$ cat src/rtl/dmem_access_sequencer_if.sv
// Bus bundle between the MEMORY-stage pipeline, the debug unit, the data
// memory and the access sequencer. The sequencer uses the slave view.
interface dmem_access_sequencer_if #(
  parameter int NB_DATA = 32,
  parameter int NB_ADDR = 10,
  parameter int NB_TYPE = 3
);
  logic                 i_pipe_read;
  logic                 i_pipe_write;
  logic [NB_TYPE-1:0]   i_pipe_word_size;
  logic [NB_ADDR+1:0]   i_pipe_addr;
  logic [NB_DATA-1:0]   i_pipe_wdata;
  logic [NB_DATA-1:0]   o_pipe_rdata;
  logic                 o_pipe_stall;
  logic                 o_addr_error;
  logic                 i_dbg_req;
  logic [NB_ADDR-1:0]   i_dbg_addr;
  logic [NB_DATA-1:0]   o_dbg_rdata;
  logic                 o_dbg_valid;
  logic                 o_mem_en;
  logic                 o_mem_we;
  logic [NB_ADDR-1:0]   o_mem_addr;
  logic [NB_DATA-1:0]   o_mem_wdata;
  logic [NB_DATA-1:0]   i_mem_rdata;

  modport slave (
    input  i_pipe_read, i_pipe_write, i_pipe_word_size, i_pipe_addr, i_pipe_wdata,
    output o_pipe_rdata, o_pipe_stall, o_addr_error,
    input  i_dbg_req, i_dbg_addr,
    output o_dbg_rdata, o_dbg_valid,
    output o_mem_en, o_mem_we, o_mem_addr, o_mem_wdata,
    input  i_mem_rdata
  );

  modport master (
    output i_pipe_read, i_pipe_write, i_pipe_word_size, i_pipe_addr, i_pipe_wdata,
    input  o_pipe_rdata, o_pipe_stall, o_addr_error,
    output i_dbg_req, i_dbg_addr,
    input  o_dbg_rdata, o_dbg_valid,
    input  o_mem_en, o_mem_we, o_mem_addr, o_mem_wdata,
    output i_mem_rdata
  );
endinterface

$ cat src/rtl/dmem_access_sequencer.sv
// Arbitrates the single-port data memory between pipeline loads/stores and
// debug word reads; sub-word stores are done as read-modify-write.
module dmem_access_sequencer #(
  parameter int NB_DATA = 32,
  parameter int NB_ADDR = 10,
  parameter int NB_TYPE = 3,
  parameter logic [NB_TYPE-1:0] BYTE_WORD     = 3'b001,
  parameter logic [NB_TYPE-1:0] HALF_WORD     = 3'b010,
  parameter logic [NB_TYPE-1:0] COMPLETE_WORD = 3'b100
) (
  input  logic                   i_clock,
  input  logic                   i_reset,
  dmem_access_sequencer_if.slave bus
);

  typedef enum logic [2:0] {
    IDLE   = 3'd0,
    P_LOAD = 3'd1,
    RMW_RD = 3'd2,
    RMW_WR = 3'd3,
    DBG_RD = 3'd4
  } state_e;

  state_e               state_q, state_d;
  logic [1:0]           lane_q, lane_d;
  logic [NB_TYPE-1:0]   size_q, size_d;
  logic [NB_DATA-1:0]   wdata_q, wdata_d;
  logic [NB_ADDR-1:0]   addr_q, addr_d;
  logic [NB_DATA-1:0]   dbg_rdata_q, dbg_rdata_d;
  logic                 dbg_valid_q, dbg_valid_d;
  logic                 addr_error_q, addr_error_d;

  logic                 mem_en_s, mem_we_s, pipe_stall_s;
  logic [NB_ADDR-1:0]   mem_addr_s;
  logic [NB_DATA-1:0]   mem_wdata_s, pipe_rdata_s;
  logic [NB_ADDR-1:0]   pipe_word_s;
  logic [1:0]           pipe_lane_s;
  logic                 pipe_req_s;

  assign pipe_word_s = bus.i_pipe_addr[NB_ADDR+1:2];
  assign pipe_lane_s = bus.i_pipe_addr[1:0];
  assign pipe_req_s  = bus.i_pipe_read | bus.i_pipe_write;

  function automatic logic access_ok(input logic [NB_TYPE-1:0] size, input logic [1:0] lane);
    logic ok;
    case (size)
      BYTE_WORD:     ok = 1'b1;
      HALF_WORD:     ok = ~lane[0];
      COMPLETE_WORD: ok = (lane == 2'b00);
      default:       ok = 1'b0;
    endcase
    return ok;
  endfunction

  // Only the addressed lanes of the old word are replaced by the store data.
  function automatic logic [NB_DATA-1:0] merge_lane(input logic [NB_DATA-1:0] old_word,
                                                    input logic [NB_DATA-1:0] sub,
                                                    input logic [NB_TYPE-1:0] size,
                                                    input logic [1:0]         lane);
    logic [NB_DATA-1:0] mask;
    logic [4:0]         sh;
    sh = {lane, 3'b000};
    if (size == HALF_WORD) begin
      mask = {{(NB_DATA-16){1'b0}}, 16'hFFFF};
    end else begin
      mask = {{(NB_DATA-8){1'b0}}, 8'hFF};
    end
    return (old_word & ~(mask << sh)) | ((sub & mask) << sh);
  endfunction

  // Next-state, memory port and pipeline response decode.
  always_comb begin
    state_d      = state_q;
    lane_d       = lane_q;
    size_d       = size_q;
    wdata_d      = wdata_q;
    addr_d       = addr_q;
    dbg_rdata_d  = dbg_rdata_q;
    dbg_valid_d  = 1'b0;
    addr_error_d = 1'b0;
    mem_en_s     = 1'b0;
    mem_we_s     = 1'b0;
    mem_addr_s   = '0;
    mem_wdata_s  = '0;
    pipe_stall_s = 1'b0;
    pipe_rdata_s = '0;
    // Holding reset silences the memory port even while the pipeline keeps its request up.
    if (!i_reset) begin
      state_d = IDLE;
    end else begin
      case (state_q)
        IDLE: begin
          if (pipe_req_s) begin
            if (!access_ok(bus.i_pipe_word_size, pipe_lane_s)) begin
              addr_error_d = 1'b1;
            end else if (bus.i_pipe_read) begin
              mem_en_s     = 1'b1;
              mem_addr_s   = pipe_word_s;
              pipe_stall_s = 1'b1;
              lane_d       = pipe_lane_s;
              state_d      = P_LOAD;
            end else if (bus.i_pipe_word_size == COMPLETE_WORD) begin
              mem_en_s    = 1'b1;
              mem_we_s    = 1'b1;
              mem_addr_s  = pipe_word_s;
              mem_wdata_s = bus.i_pipe_wdata;
            end else begin
              mem_en_s     = 1'b1;
              mem_addr_s   = pipe_word_s;
              pipe_stall_s = 1'b1;
              lane_d       = pipe_lane_s;
              size_d       = bus.i_pipe_word_size;
              wdata_d      = bus.i_pipe_wdata;
              addr_d       = pipe_word_s;
              state_d      = RMW_RD;
            end
          end else if (bus.i_dbg_req) begin
            mem_en_s   = 1'b1;
            mem_addr_s = bus.i_dbg_addr;
            state_d    = DBG_RD;
          end else begin
            state_d = IDLE;
          end
        end
        P_LOAD: begin
          pipe_rdata_s = bus.i_mem_rdata >> {lane_q, 3'b000};
          state_d      = IDLE;
        end
        RMW_RD: begin
          mem_en_s    = 1'b1;
          mem_we_s    = 1'b1;
          mem_addr_s  = addr_q;
          mem_wdata_s = merge_lane(bus.i_mem_rdata, wdata_q, size_q, lane_q);
          state_d     = IDLE;
        end
        DBG_RD: begin
          dbg_rdata_d = bus.i_mem_rdata;
          dbg_valid_d = 1'b1;
          state_d     = IDLE;
        end
        default: begin
          state_d = IDLE;
        end
      endcase
    end
  end

  // State and registered-output flops.
  always_ff @(posedge i_clock or negedge i_reset) begin
    if (!i_reset) begin
      state_q      <= IDLE;
      lane_q       <= 2'b00;
      size_q       <= '0;
      wdata_q      <= '0;
      addr_q       <= '0;
      dbg_rdata_q  <= '0;
      dbg_valid_q  <= 1'b0;
      addr_error_q <= 1'b0;
    end else begin
      state_q      <= state_d;
      lane_q       <= lane_d;
      size_q       <= size_d;
      wdata_q      <= wdata_d;
      addr_q       <= addr_d;
      dbg_rdata_q  <= dbg_rdata_d;
      dbg_valid_q  <= dbg_valid_d;
      addr_error_q <= addr_error_d;
    end
  end

  assign bus.o_mem_en     = mem_en_s;
  assign bus.o_mem_we     = mem_we_s;
  assign bus.o_mem_addr   = mem_addr_s;
  assign bus.o_mem_wdata  = mem_wdata_s;
  assign bus.o_pipe_stall = pipe_stall_s;
  assign bus.o_pipe_rdata = pipe_rdata_s;
  assign bus.o_addr_error = addr_error_q;
  assign bus.o_dbg_rdata  = dbg_rdata_q;
  assign bus.o_dbg_valid  = dbg_valid_q;

endmodule

$ cat src/flat_wrapper.sv
// flat-port wrapper written by rule: the top's interface ports become plain ports
module dmem_access_sequencer_flat 
#(
  parameter int NB_DATA = 32,
  parameter int NB_ADDR = 10,
  parameter int NB_TYPE = 3,
  parameter logic [NB_TYPE-1:0] BYTE_WORD     = 3'b001,
  parameter logic [NB_TYPE-1:0] HALF_WORD     = 3'b010,
  parameter logic [NB_TYPE-1:0] COMPLETE_WORD = 3'b100
)
  (i_clock, i_reset, bus_i_pipe_read, bus_i_pipe_write, bus_i_pipe_word_size, bus_i_pipe_addr, bus_i_pipe_wdata, bus_o_pipe_rdata, bus_o_pipe_stall, bus_o_addr_error, bus_i_dbg_req, bus_i_dbg_addr, bus_o_dbg_rdata, bus_o_dbg_valid, bus_o_mem_en, bus_o_mem_we, bus_o_mem_addr, bus_o_mem_wdata, bus_i_mem_rdata);
  dmem_access_sequencer_if #(.NB_DATA(NB_DATA), .NB_ADDR(NB_ADDR), .NB_TYPE(NB_TYPE)) bus_i ();
  input  logic i_clock;
  input  logic i_reset;
  input wire logic [$bits(bus_i.i_pipe_read)-1:0] bus_i_pipe_read;
  input wire logic [$bits(bus_i.i_pipe_write)-1:0] bus_i_pipe_write;
  input wire logic [$bits(bus_i.i_pipe_word_size)-1:0] bus_i_pipe_word_size;
  input wire logic [$bits(bus_i.i_pipe_addr)-1:0] bus_i_pipe_addr;
  input wire logic [$bits(bus_i.i_pipe_wdata)-1:0] bus_i_pipe_wdata;
  output wire logic [$bits(bus_i.o_pipe_rdata)-1:0] bus_o_pipe_rdata;
  output wire logic [$bits(bus_i.o_pipe_stall)-1:0] bus_o_pipe_stall;
  output wire logic [$bits(bus_i.o_addr_error)-1:0] bus_o_addr_error;
  input wire logic [$bits(bus_i.i_dbg_req)-1:0] bus_i_dbg_req;
  input wire logic [$bits(bus_i.i_dbg_addr)-1:0] bus_i_dbg_addr;
  output wire logic [$bits(bus_i.o_dbg_rdata)-1:0] bus_o_dbg_rdata;
  output wire logic [$bits(bus_i.o_dbg_valid)-1:0] bus_o_dbg_valid;
  output wire logic [$bits(bus_i.o_mem_en)-1:0] bus_o_mem_en;
  output wire logic [$bits(bus_i.o_mem_we)-1:0] bus_o_mem_we;
  output wire logic [$bits(bus_i.o_mem_addr)-1:0] bus_o_mem_addr;
  output wire logic [$bits(bus_i.o_mem_wdata)-1:0] bus_o_mem_wdata;
  input wire logic [$bits(bus_i.i_mem_rdata)-1:0] bus_i_mem_rdata;
  assign bus_i.i_pipe_read = bus_i_pipe_read;
  assign bus_i.i_pipe_write = bus_i_pipe_write;
  assign bus_i.i_pipe_word_size = bus_i_pipe_word_size;
  assign bus_i.i_pipe_addr = bus_i_pipe_addr;
  assign bus_i.i_pipe_wdata = bus_i_pipe_wdata;
  assign bus_o_pipe_rdata = bus_i.o_pipe_rdata;
  assign bus_o_pipe_stall = bus_i.o_pipe_stall;
  assign bus_o_addr_error = bus_i.o_addr_error;
  assign bus_i.i_dbg_req = bus_i_dbg_req;
  assign bus_i.i_dbg_addr = bus_i_dbg_addr;
  assign bus_o_dbg_rdata = bus_i.o_dbg_rdata;
  assign bus_o_dbg_valid = bus_i.o_dbg_valid;
  assign bus_o_mem_en = bus_i.o_mem_en;
  assign bus_o_mem_we = bus_i.o_mem_we;
  assign bus_o_mem_addr = bus_i.o_mem_addr;
  assign bus_o_mem_wdata = bus_i.o_mem_wdata;
  assign bus_i.i_mem_rdata = bus_i_mem_rdata;
  dmem_access_sequencer #(.NB_DATA(NB_DATA), .NB_ADDR(NB_ADDR), .NB_TYPE(NB_TYPE), .BYTE_WORD(BYTE_WORD), .HALF_WORD(HALF_WORD), .COMPLETE_WORD(COMPLETE_WORD)) u_core (.i_clock(i_clock), .i_reset(i_reset), .bus(bus_i));
endmodule
$ cat config.mk
export PLATFORM = sky130hd
export DESIGN_NAME = dmem_access_sequencer_flat
export DESIGN_NICKNAME = d
export VERILOG_FILES = /design/src/rtl/dmem_access_sequencer_if.sv /design/src/rtl/dmem_access_sequencer.sv /design/src/flat_wrapper.sv
export SDC_FILE = /design/constraint.sdc
export NUM_CORES = 1
export LEC_CHECK = 0
export ABC_CLOCK_PERIOD_IN_PS = 4100
export CORE_UTILIZATION = 35
export DETAILED_ROUTE_END_ITERATION = 8
export HOLD_SLACK_MARGIN = 0.08
export PLACE_DENSITY = 0.68
export SLEW_MARGIN = 20
export SYNTH_ARGS = -nofsm -noshare
export SYNTH_HDL_FRONTEND = slang
export SYNTH_SLANG_ARGS = --single-unit
$ cat constraint.sdc
create_clock -name i_clock -period 4.1 [get_ports i_clock]
set_clock_uncertainty 0.05 [all_clocks]
set_input_delay 0.82 -clock i_clock [delete_from_list [all_inputs] [get_ports i_clock]]
set_output_delay 0.82 -clock i_clock [all_outputs]
set_load 0.01 [all_outputs]
After elaboration in Yosys (flattened, before gate mapping)
Cells that the tools add are included.
{"block": "op_classes", "bitwise_logic": 8, "mux": 52, "shift": 3, "eq_ne": 10, "reduce_logical": 6}
{"op": "two-way mux 32 bit", "count": 9}
{"op": "bitwise AND 32 bit", "count": 2}
{"op": "one-hot mux 32 bit (2 select lines)", "count": 1}
{"op": "<< shifter 32 x 5 -> 32 bit", "count": 2}
{"op": "two-way mux 10 bit", "count": 4}
{"op": "NOT 32 bit", "count": 1}
{"op": "OR 32 bit", "count": 1}
{"op": "right shift 32 x 5 -> 32 bit", "count": 1}
{"op": "two-way mux 1 bit", "count": 24}
{"op": "two-way mux 3 bit", "count": 7}
{"op": "one-hot mux 10 bit (2 select lines)", "count": 1}
{"op": "two-way mux 16 bit", "count": 1}
{"op": "equality test 3 x 2 -> 1 bit, second input constant", "count": 3}
{"op": "equality test 3 x 1 -> 1 bit, second input constant", "count": 2}
{"op": "equality test 3 bit, second input constant", "count": 2}
{"op": "AND reduction 6 bit", "count": 1}
{"op": "inequality test 5 bit, second input constant", "count": 1}
{"op": "AND reduction 5 bit", "count": 1}
{"op": "two-way mux 2 bit", "count": 2}
{"op": "inequality test 4 bit, second input constant", "count": 1}
{"op": "one-hot mux 1 bit (2 select lines)", "count": 2}
{"op": "AND reduction 2 bit", "count": 2}
{"op": "logical NOT 3 bit", "count": 1}
{"op": "NOT 1 bit", "count": 3}
{"op": "other kinds (4)", "count": 4}
{"block": "totals", "word_cells": 87, "ff_bits": 84}

Logic depth before layout (Yosys ltp)
Gate-level depths: netlist of run 1.
{"block": "logic_depth", "depth_word": 10, "ltp_mapped": 7}

Worst setup path after synthesis of run 1
No wires, ideal clock.
{"block": "synth_timing", "path_kind": "input to output", "startpoint": "in bus_i_pipe_word_size[1]", "endpoint": "out bus_o_mem_wdata[10]", "stages": 7, "t_arrival_ps": 2227, "path_buffers": 2, "setup_slack_ps": 1003, "cell_sequence": "or3b_4 or3_4 nand2_4 and3_1 buf_6 buf_8 a32o_1"}
{"block": "synth_via", "elab_chain_cells": 9, "elab_cells_between_ends": 13, "classes_between": "eq/ne: 3; mux: 10"}
{"item": "start, declared", "line": "flat_wrapper.sv:17", "source": "input wire logic [$bits(bus_i.i_pipe_word_size)-1:0] bus_i_pipe_word_size;"}
{"item": "equality test 3 bit (tied with other cells)", "line": "dmem_access_sequencer.sv:46, dmem_access_sequencer.sv:102"}
{"item": "one-hot mux 1 bit (3 select lines)", "line": "dmem_access_sequencer.sv:46", "source": "case (size)"}
{"item": "two-way mux 1 bit", "line": "dmem_access_sequencer.sv:93", "source": "if (pipe_req_s) begin"}
{"item": "two-way mux 1 bit", "line": "dmem_access_sequencer.sv:91", "source": "case (state_q)"}
{"item": "two-way mux 1 bit", "line": "dmem_access_sequencer.sv:88", "source": "if (!i_reset) begin"}
{"item": "two-way mux 32 bit *", "line": "dmem_access_sequencer.sv:94", "source": "if (!access_ok(bus.i_pipe_word_size, pipe_lane_s)) begin"}
{"item": "two-way mux 32 bit *", "line": "dmem_access_sequencer.sv:93"}
{"item": "one-hot mux 32 bit (2 select lines) *", "line": "dmem_access_sequencer.sv:91"}
{"item": "two-way mux 32 bit *", "line": "dmem_access_sequencer.sv:88"}
{"item": "end, declared", "line": "flat_wrapper.sv:30", "source": "output wire logic [$bits(bus_i.o_mem_wdata)-1:0] bus_o_mem_wdata;"}
Mark *: on every way between the ends. The rest lies on a longest branch, timed or not. The select of a mux whose other input is x is not followed.

Final worst setup path of run 1
{"block": "layout_timing", "startpoint": "in bus_i_pipe_word_size[2]", "endpoint": "out bus_o_mem_wdata[7]"}
The elaborated chain is that of the path after synthesis.

==> metrics.yaml, run 1 <==
synthesis:
  ys_top_cells_by_count: "68 x dfrtp_1, 53 x mux2_2, 40 x nor2_1"
  synthesis.area_mm2: 0.00472
  syn_area_per_cell_um2: 10.2
  synth_edf_count: 0
  netlist_instances: 461
  synth_seq_cells: 68
  syn_nets: 555
  seq_area_frac_synth_pct: 36.1
  ys_async_sr_fraction_pct: 100
  synth_ff_type: "dfrtp_1"
  synthTopCellsByArea: "dfrtp_1 36%, mux2_2 13%, mux2i_1 5.3%"
  netlist.area_leader.share_pct: 36.1
  yosys.area.top_type: "dfrtp_1"
  yosysMostFrequentCell: "dfrtp_1"
  yosys_warnings: 0
  synth_cell_types: 43
finish:
  final_area_mm2: 0.00736
  syn_to_final_growth_pct: 55.9
  drive_above_1_share_pct: 19.3
  nNetsFinal: 753
  antenna_cells: 0
power_and_ir_drop:
  seq_power_share_pct: 32.9
  clkPwrFrac_pct: 29.0
  ir_drop_uv: 245
  internal_power_uw: 1940
  pwr_density_cell_mw_per_mm2: 392
  power_switching_uw: 947
  sw_frac_of_total_pct: 32.8
  p_comb_share_pct: 38.1
  p_leak_uw: 0.00343
route:
  drtPass1Iterations: 6
  finalWirelength_um: 16700
  routedWlPerCell_um: 19.9
  viasPerCell: 5.51
  via_count: 4626
  drc_errors: 0
  drt_iter0_markers: 427
  ant_nets: 0
place:
  hpwl_um: 12500
  portBuffers: 204
  placed_area_mm2: 0.00697
  place_congestion: 0.856
grt:
  track_usage_pct: 24.3
  grt_max_degree: 76
  grt_pass1_wl_um: 25800
  grt_pass1_vias: 4449
  overflow: 0
  grt_antenna_before_repair: 0
setup_path:
  arrival_ns: 3.18
  critical_path.max_fanout: 10
  crit_start: "bus_i_pipe_word_size[2]"
  startpoint_type: "primary input"
  r2r-start: "u_core.state_q[2]$_DFFE_PN0P_"
  worstPathRequired_ns: 3.23
  critical_path_class: "primary input to output port"
  end_kind: "output port"
floorplan:
  fp.dieH_um: 118
  start_util_pct: 35.8
  rows: 42
  coreArea_mm2: 0.0132
  die_w_um: 118
  io_pins: 205
  die_area_mm2: 0.0139
cts:
  cts.sinks: 68
  clock-root-buffer: "clkbuf_16"
  holdBufCountCts: 0
  cts_buffers: 9
  cts_tree: "done"
  clk_pin_slew_ns: 0.06
  clk_latency_ns: 0.34
  clockBufferDepth: 2
  htree_levels: 3
timing:
  slew_headroom_pct: 37.4
  fin_crit_ns: 4.05
  slew_viol_final: 0
  setup-violations-final: 0
  tightest_slew_ns: 0.940
  fmax_mhz: 247
  hold_violations: 0
  rsz0062_at_grt: "no"
  fin_setup_tns_ns: 0
  finalCritPeriodShare_pct: 98.8
hold_path:
  worst_hold_path_type: "primary input to async pin"
job:
  max-cap-violations: 0
status:
  status: "completed"
[cell families (layout without fill, tap and decap cells)]
logic type / count (synthesis) / count (layout) / share of synthesized area (%)
and+or+nand+nor: 138 / 138 / 15.7
AOI/OAI and AO/OA: 119 / 119 / 20.6
muxes: 88 / 88 / 22.2
DFF: 68 / 68 / 36.1
buffers and inverters: 48 / 251 / 5.41
[placed cells by master, fill, tap and decap left out, types with 2 or more instances in the layout]
| cell type | synthesis | final |
|---|---|---|
| a31oi_1 | 7 | 7 |
| nand2_1 | 23 | 23 |
| a21o_1 | 8 | 8 |
| dlygate4sd2_1 | 0 | 10 |
| a221oi_1 | 8 | 8 |
| nor2b_1 | 26 | 26 |
| clkinvlp_4 | 0 | 2 |
| clkdlybuf4s50_1 | 0 | 168 |
| nor2_1 | 40 | 40 |
| mux2_2 | 53 | 53 |
| dfrtp_2 | 0 | 2 |
| dlymetal6s2s_1 | 0 | 25 |
| nand2b_1 | 21 | 21 |
| mux2_1 | 2 | 2 |
| nor3_1 | 4 | 3 |
| inv_1 | 8 | 8 |
| a211oi_1 | 16 | 16 |
| a32o_1 | 9 | 9 |
| o21ai_0 | 18 | 18 |
| and2_1 | 9 | 9 |
| bufinv_16 | 0 | 2 |
| clkbuf_16 | 0 | 9 |
| and3_1 | 3 | 2 |
| o2bb2ai_2 | 15 | 15 |
| o211ai_1 | 7 | 7 |
| dfrtp_1 | 68 | 66 |
| a222oi_1 | 10 | 10 |
| o22ai_1 | 8 | 8 |
| a21oi_1 | 12 | 12 |
| buf_4 | 3 | 20 |
| buf_12 | 2 | 3 |
| mux4_2 | 8 | 8 |
| mux2i_1 | 25 | 25 |
[flip-flops by register name, indices dropped and copies added (netlist names)]
name and count:
u_core.bus.o_addr_error 1, u_core.lane_q 2, u_core.size_q 3, u_core.state_q 3, u_core.addr_q 10, u_core.wdata_q 16
u_core.bus.o_dbg_rdata 32, u_core.bus.o_dbg_valid 1
[worst max-delay path, stage by stage]
cell and delay [ns]:
clkdlybuf4s50_1 0.48, or3b_4 0.38, or3_4 0.35, nand2_4 0.08
and3_4 0.24, buf_8 0.16, o2bb2ai_2 0.11, clkdlybuf4s50_1 0.56
[layout make-up]
| cell class | count | area, um^2 |
|---|---|---|
| Inverter | 8 | 30.0 |
| Multi-Input combinational cell | 345 | 2780 |
| Tap cell | 176 | 220 |
| Clock inverter | 6 | 88.8 |
| Fill cell | 1171 | 5830 |
| Timing Repair Buffer | 227 | 2310 |
| Sequential cell | 68 | 1700 |
| Clock buffer | 10 | 229 |
[worst paths after layout]
kind                                                     endpoint  slack [ns]  depth (start not counted)
max                                            bus_o_mem_wdata[7]        0.05                          8
min                                 u_core.state_q[1]$_DFFE_PN0P_        0.22                          1
max reg2reg                         u_core.wdata_q[6]$_DFFE_PN0P_        2.04                          5
min reg2reg                          u_core.size_q[1]$_DFFE_PN0P_        0.45                          1
max in group asynchronous  u_core.bus.o_dbg_rdata[14]$_DFFE_PN0P_        3.10                          2
min in group i_clock                 u_core.size_q[1]$_DFFE_PN0P_        0.45                          1
[layer usage]
layer	part of all wire, %	track usage [%]
met4	2.8	9.86
met5	0	0
met3	6.9	4.22
met2	48	39.0
met1	42	32.3
[per-stage QoR]
stage	setup WS (ns)	utilization (%)	power, uW	hold WS (ns)	cells
floorplan	1.00	-	1580	0.420	461
global placement	-0.0627	52.8	2030	0.433	823
detailed placement	-0.0599	52.8	2050	0.440	823
CTS	0.00112	55.2	2900	0.202	839
global route	0.000127	55.8	3050	0.204	840
finish	0.0476	55.8	2890	0.215	840
[what timing repair did]
| item | CTS | global route |
|---|---|---|
| pin swaps | 0 | 0 |
| cloned | 0 | 0 |
| setup buffers | 0 | 1 |
| gates resized for setup | 12 | 26 |
| setup endpoints to repair | 29 | 28 |
[power groups by stage]
stage | Sequential (uW) | Combinational, uW | Clock (uW)
final | 951 | 1100 | 837
after global routing | 973 | 1190 | 889
after CTS | 949 | 1100 | 854
after detailed placement | 961 | 1090 | 0
after global placement | 953 | 1070 | 0
after floorplan | 965 | 610 | 0
Power figures use the tool's default switching activity.
==> inputs of run 2 (changes only) <==
--- a/config.mk
+++ b/config.mk
@@ -5,11 +5,13 @@
 export SDC_FILE = /design/constraint.sdc
 export NUM_CORES = 1
 export LEC_CHECK = 0
-export ABC_CLOCK_PERIOD_IN_PS = 4100
+export ABC_CLOCK_PERIOD_IN_PS = 3600
 export CORE_UTILIZATION = 35
 export DETAILED_ROUTE_END_ITERATION = 8
+export GPL_TIMING_DRIVEN = 0
 export HOLD_SLACK_MARGIN = 0.08
-export PLACE_DENSITY = 0.68
+export MAX_ROUTING_LAYER = met4
+export PLACE_DENSITY = 0.71
 export SLEW_MARGIN = 20
 export SYNTH_ARGS = -nofsm -noshare
 export SYNTH_HDL_FRONTEND = slang
==> constraint.sdc (replaced) <==
create_clock -name i_clock -period 3.6 [get_ports i_clock]
set_clock_uncertainty 0.05 [all_clocks]
set_input_delay 0.72 -clock i_clock [delete_from_list [all_inputs] [get_ports i_clock]]
set_output_delay 0.72 -clock i_clock [all_outputs]
set_load 0.01 [all_outputs]
==> run 2 against run 1 <==
Effect of this change:
- core utilization grew 0.84 points
- wire length rose by 13%
- hold slack got worse by 0.032 ns
- first-iteration DRC count up 25%
- critical path depth unchanged
- cell count up 3.1%
- via count rose by 5.1%
- register-to-register slack worse by 0.75 ns
- worst setup slack worse by 0.019 ns
- total power rose by 13%
- global-route usage is 3.9 points higher
- sequential power up 15%
==> metrics.yaml, run 2 (synthesized netlist as in run 1, its figures left out) <==
status:
  status: "completed"
cts:
  clockBufferDepth: 2
  cts.sinks: 68
  cts_buffers: 9
  clk_latency_ns: 0.34
  cts_tree: "done"
  clk_pin_slew_ns: 0.05
  htree_levels: 3
  clock-root-buffer: "clkbuf_16"
  holdBufCountCts: 0
route:
  finalWirelength_um: 18900
  drc_errors: 0
  ant_nets: 0
  drtPass1Iterations: 5
  via_count: 4862
  routedWlPerCell_um: 21.8
  viasPerCell: 5.61
  drt_iter0_markers: 533
power_and_ir_drop:
  pwr_density_cell_mw_per_mm2: 438
  internal_power_uw: 2140
  seq_power_share_pct: 33.4
  sw_frac_of_total_pct: 34.7
  p_leak_uw: 0.00317
  ir_drop_uv: 197
  power_switching_uw: 1140
  total_power_uw: 3270
  clkPwrFrac_pct: 25.6
  p_comb_share_pct: 41.0
finish:
  largest_reg_flops: 32
  syn_to_final_growth_pct: 58.3
  final_area_mm2: 0.00747
  layout_commonest_cell: "clkdlybuf4s50_1"
  n_fill_cell: 1189
  antenna_cells: 0
  drive_above_1_share_pct: 21.7
  nNetsFinal: 781
  final_cell_mix: "158 x clkdlybuf4s50_1, 68 x dfrtp_1, 53 x mux2_2"
setup_path:
  cp_slowest_cell: "or3_4"
  path_cells: "dlygate4sd2_1 > or3b_4 > or3_4 > nand2_4 > and3_4 > buf_12 > o2bb2ai_2 > dlygate4sd2_1"
  r2r-start: "u_core.state_q[0]$_DFFE_PN0P_"
  critical_path.max_fanout: 6
  critical_path_class: "primary input to output port"
  arrival_ns: 2.80
  startpoint_type: "primary input"
  cpPeakStageDelay_ns: 0.43
  crit_start: "bus_i_pipe_word_size[1]"
  worstPathRequired_ns: 2.83
  crit_top_cell: "dlygate4sd2_1"
  end_kind: "output port"
timing:
  hold_violations: 0
  slew_headroom_pct: 36.5
  finalCritPeriodShare_pct: 99.2
  tightest_slew_ns: 0.949
  fin_setup_tns_ns: 0
  whs_ns: 0.183
  fin_crit_ns: 3.57
  fmax_mhz: 280
  slew_viol_final: 0
  setup-violations-final: 0
grt:
  grt_antenna_before_repair: 0
  grt_pass1_wl_um: 28800
  grt.met2_usage_pct: 44.9
  overflow: 0
  grt_max_degree: 22
  grt.busiest_layer: "met2"
  met1_usage_pct: 36.1
  track_usage_pct: 28.2
  use_met3_pct: 4.51
  grt_pass1_vias: 4891
place:
  portBuffers: 204
  placed_area_mm2: 0.00700
  hpwl_um: 13900
  place_congestion: 0.905
floorplan:
  start_util_pct: 35.8
  coreArea_mm2: 0.0132
  die_w_um: 118
  rows: 42
  io_pins: 205
  die_area_mm2: 0.0139
  fp.dieH_um: 118
job:
  max-cap-violations: 0
hold_path:
  worst_hold_path_type: "primary input to async pin"
## run 2: metal layers
layer  wire (um)  vias to the layer above
met5           0                        -
met4         498                        0
met3        1670                       37
met2        9030                      290
met1        7690                     2361
li1            -                     2174
## run 2: path summary, 6_finish.rpt
| check | to | slack (ns) | depth (start not counted) |
|---|---|---|---|
| worst max-delay path | bus_o_mem_wdata[24] | 0.03 | 8 |
| worst min-delay path | u_core.bus.o_dbg_rdata[21]$_DFFE_PN0P_ | 0.18 | 1 |
| worst max register to register | u_core.bus.o_dbg_rdata[24]$_DFFE_PN0P_ | 1.29 | 5 |
| worst min register to register | u_core.bus.o_dbg_rdata[25]$_DFFE_PN0P_ | 0.45 | 1 |
| max in group asynchronous | u_core.size_q[2]$_DFFE_PN0P_ | 2.85 | 2 |
| min in group i_clock | u_core.bus.o_dbg_rdata[25]$_DFFE_PN0P_ | 0.45 | 1 |
## run 2: repair_timing
item,in CTS,in global routing
endpoints found under the setup margin,76,28
pin swaps,2,1
gates resized for setup,70,29
cloned,3,1
setup buffers,5,3
## run 2: power groups by stage
stage               sequential (uW)  clock (uW)  combinational (uW)
floorplan                      1100           0                 695
global placement               1080           0                1270
detailed placement             1100           0                1290
CTS                            1080         849                1320
global route                   1110         881                1430
finish                         1090         839                1340
## run 2: cell type report
| cell class | instances | area, um^2 | area share (%) |
|---|---|---|---|
| Multi-Input combinational cell | 345 | 2830 | 37.8 |
| Timing Repair Buffer | 216 | 2190 | 29.3 |
| Clock buffer | 12 | 267 | 3.57 |
| Clock inverter | 2 | 10.0 | 0.134 |
| Inverter | 8 | 30.0 | 0.402 |
| Buffer | 39 | 224 | 3.00 |
| Sequential cell | 68 | 1700 | 22.8 |
| Tap cell | 176 | 220 | 2.95 |
## run 2: stage by stage
stage / utilization, % / cells / setup slack, ns
floorplan: - / 461 / 0.703
CTS: 56.4 / 863 / 0.00591
finish: 56.6 / 866 / 0.0284
detailed placement: 53.1 / 842 / -0.992
global route: 56.6 / 866 / -0.00206
global placement: 52.9 / 841 / -3.10
## run 2: worst max-delay path, delay by kind of cell
family | cells | cell delay [ns]
simple gates | 4 | 1.23
compound gates | 1 | 0.12
buf+inv | 3 | 0.72
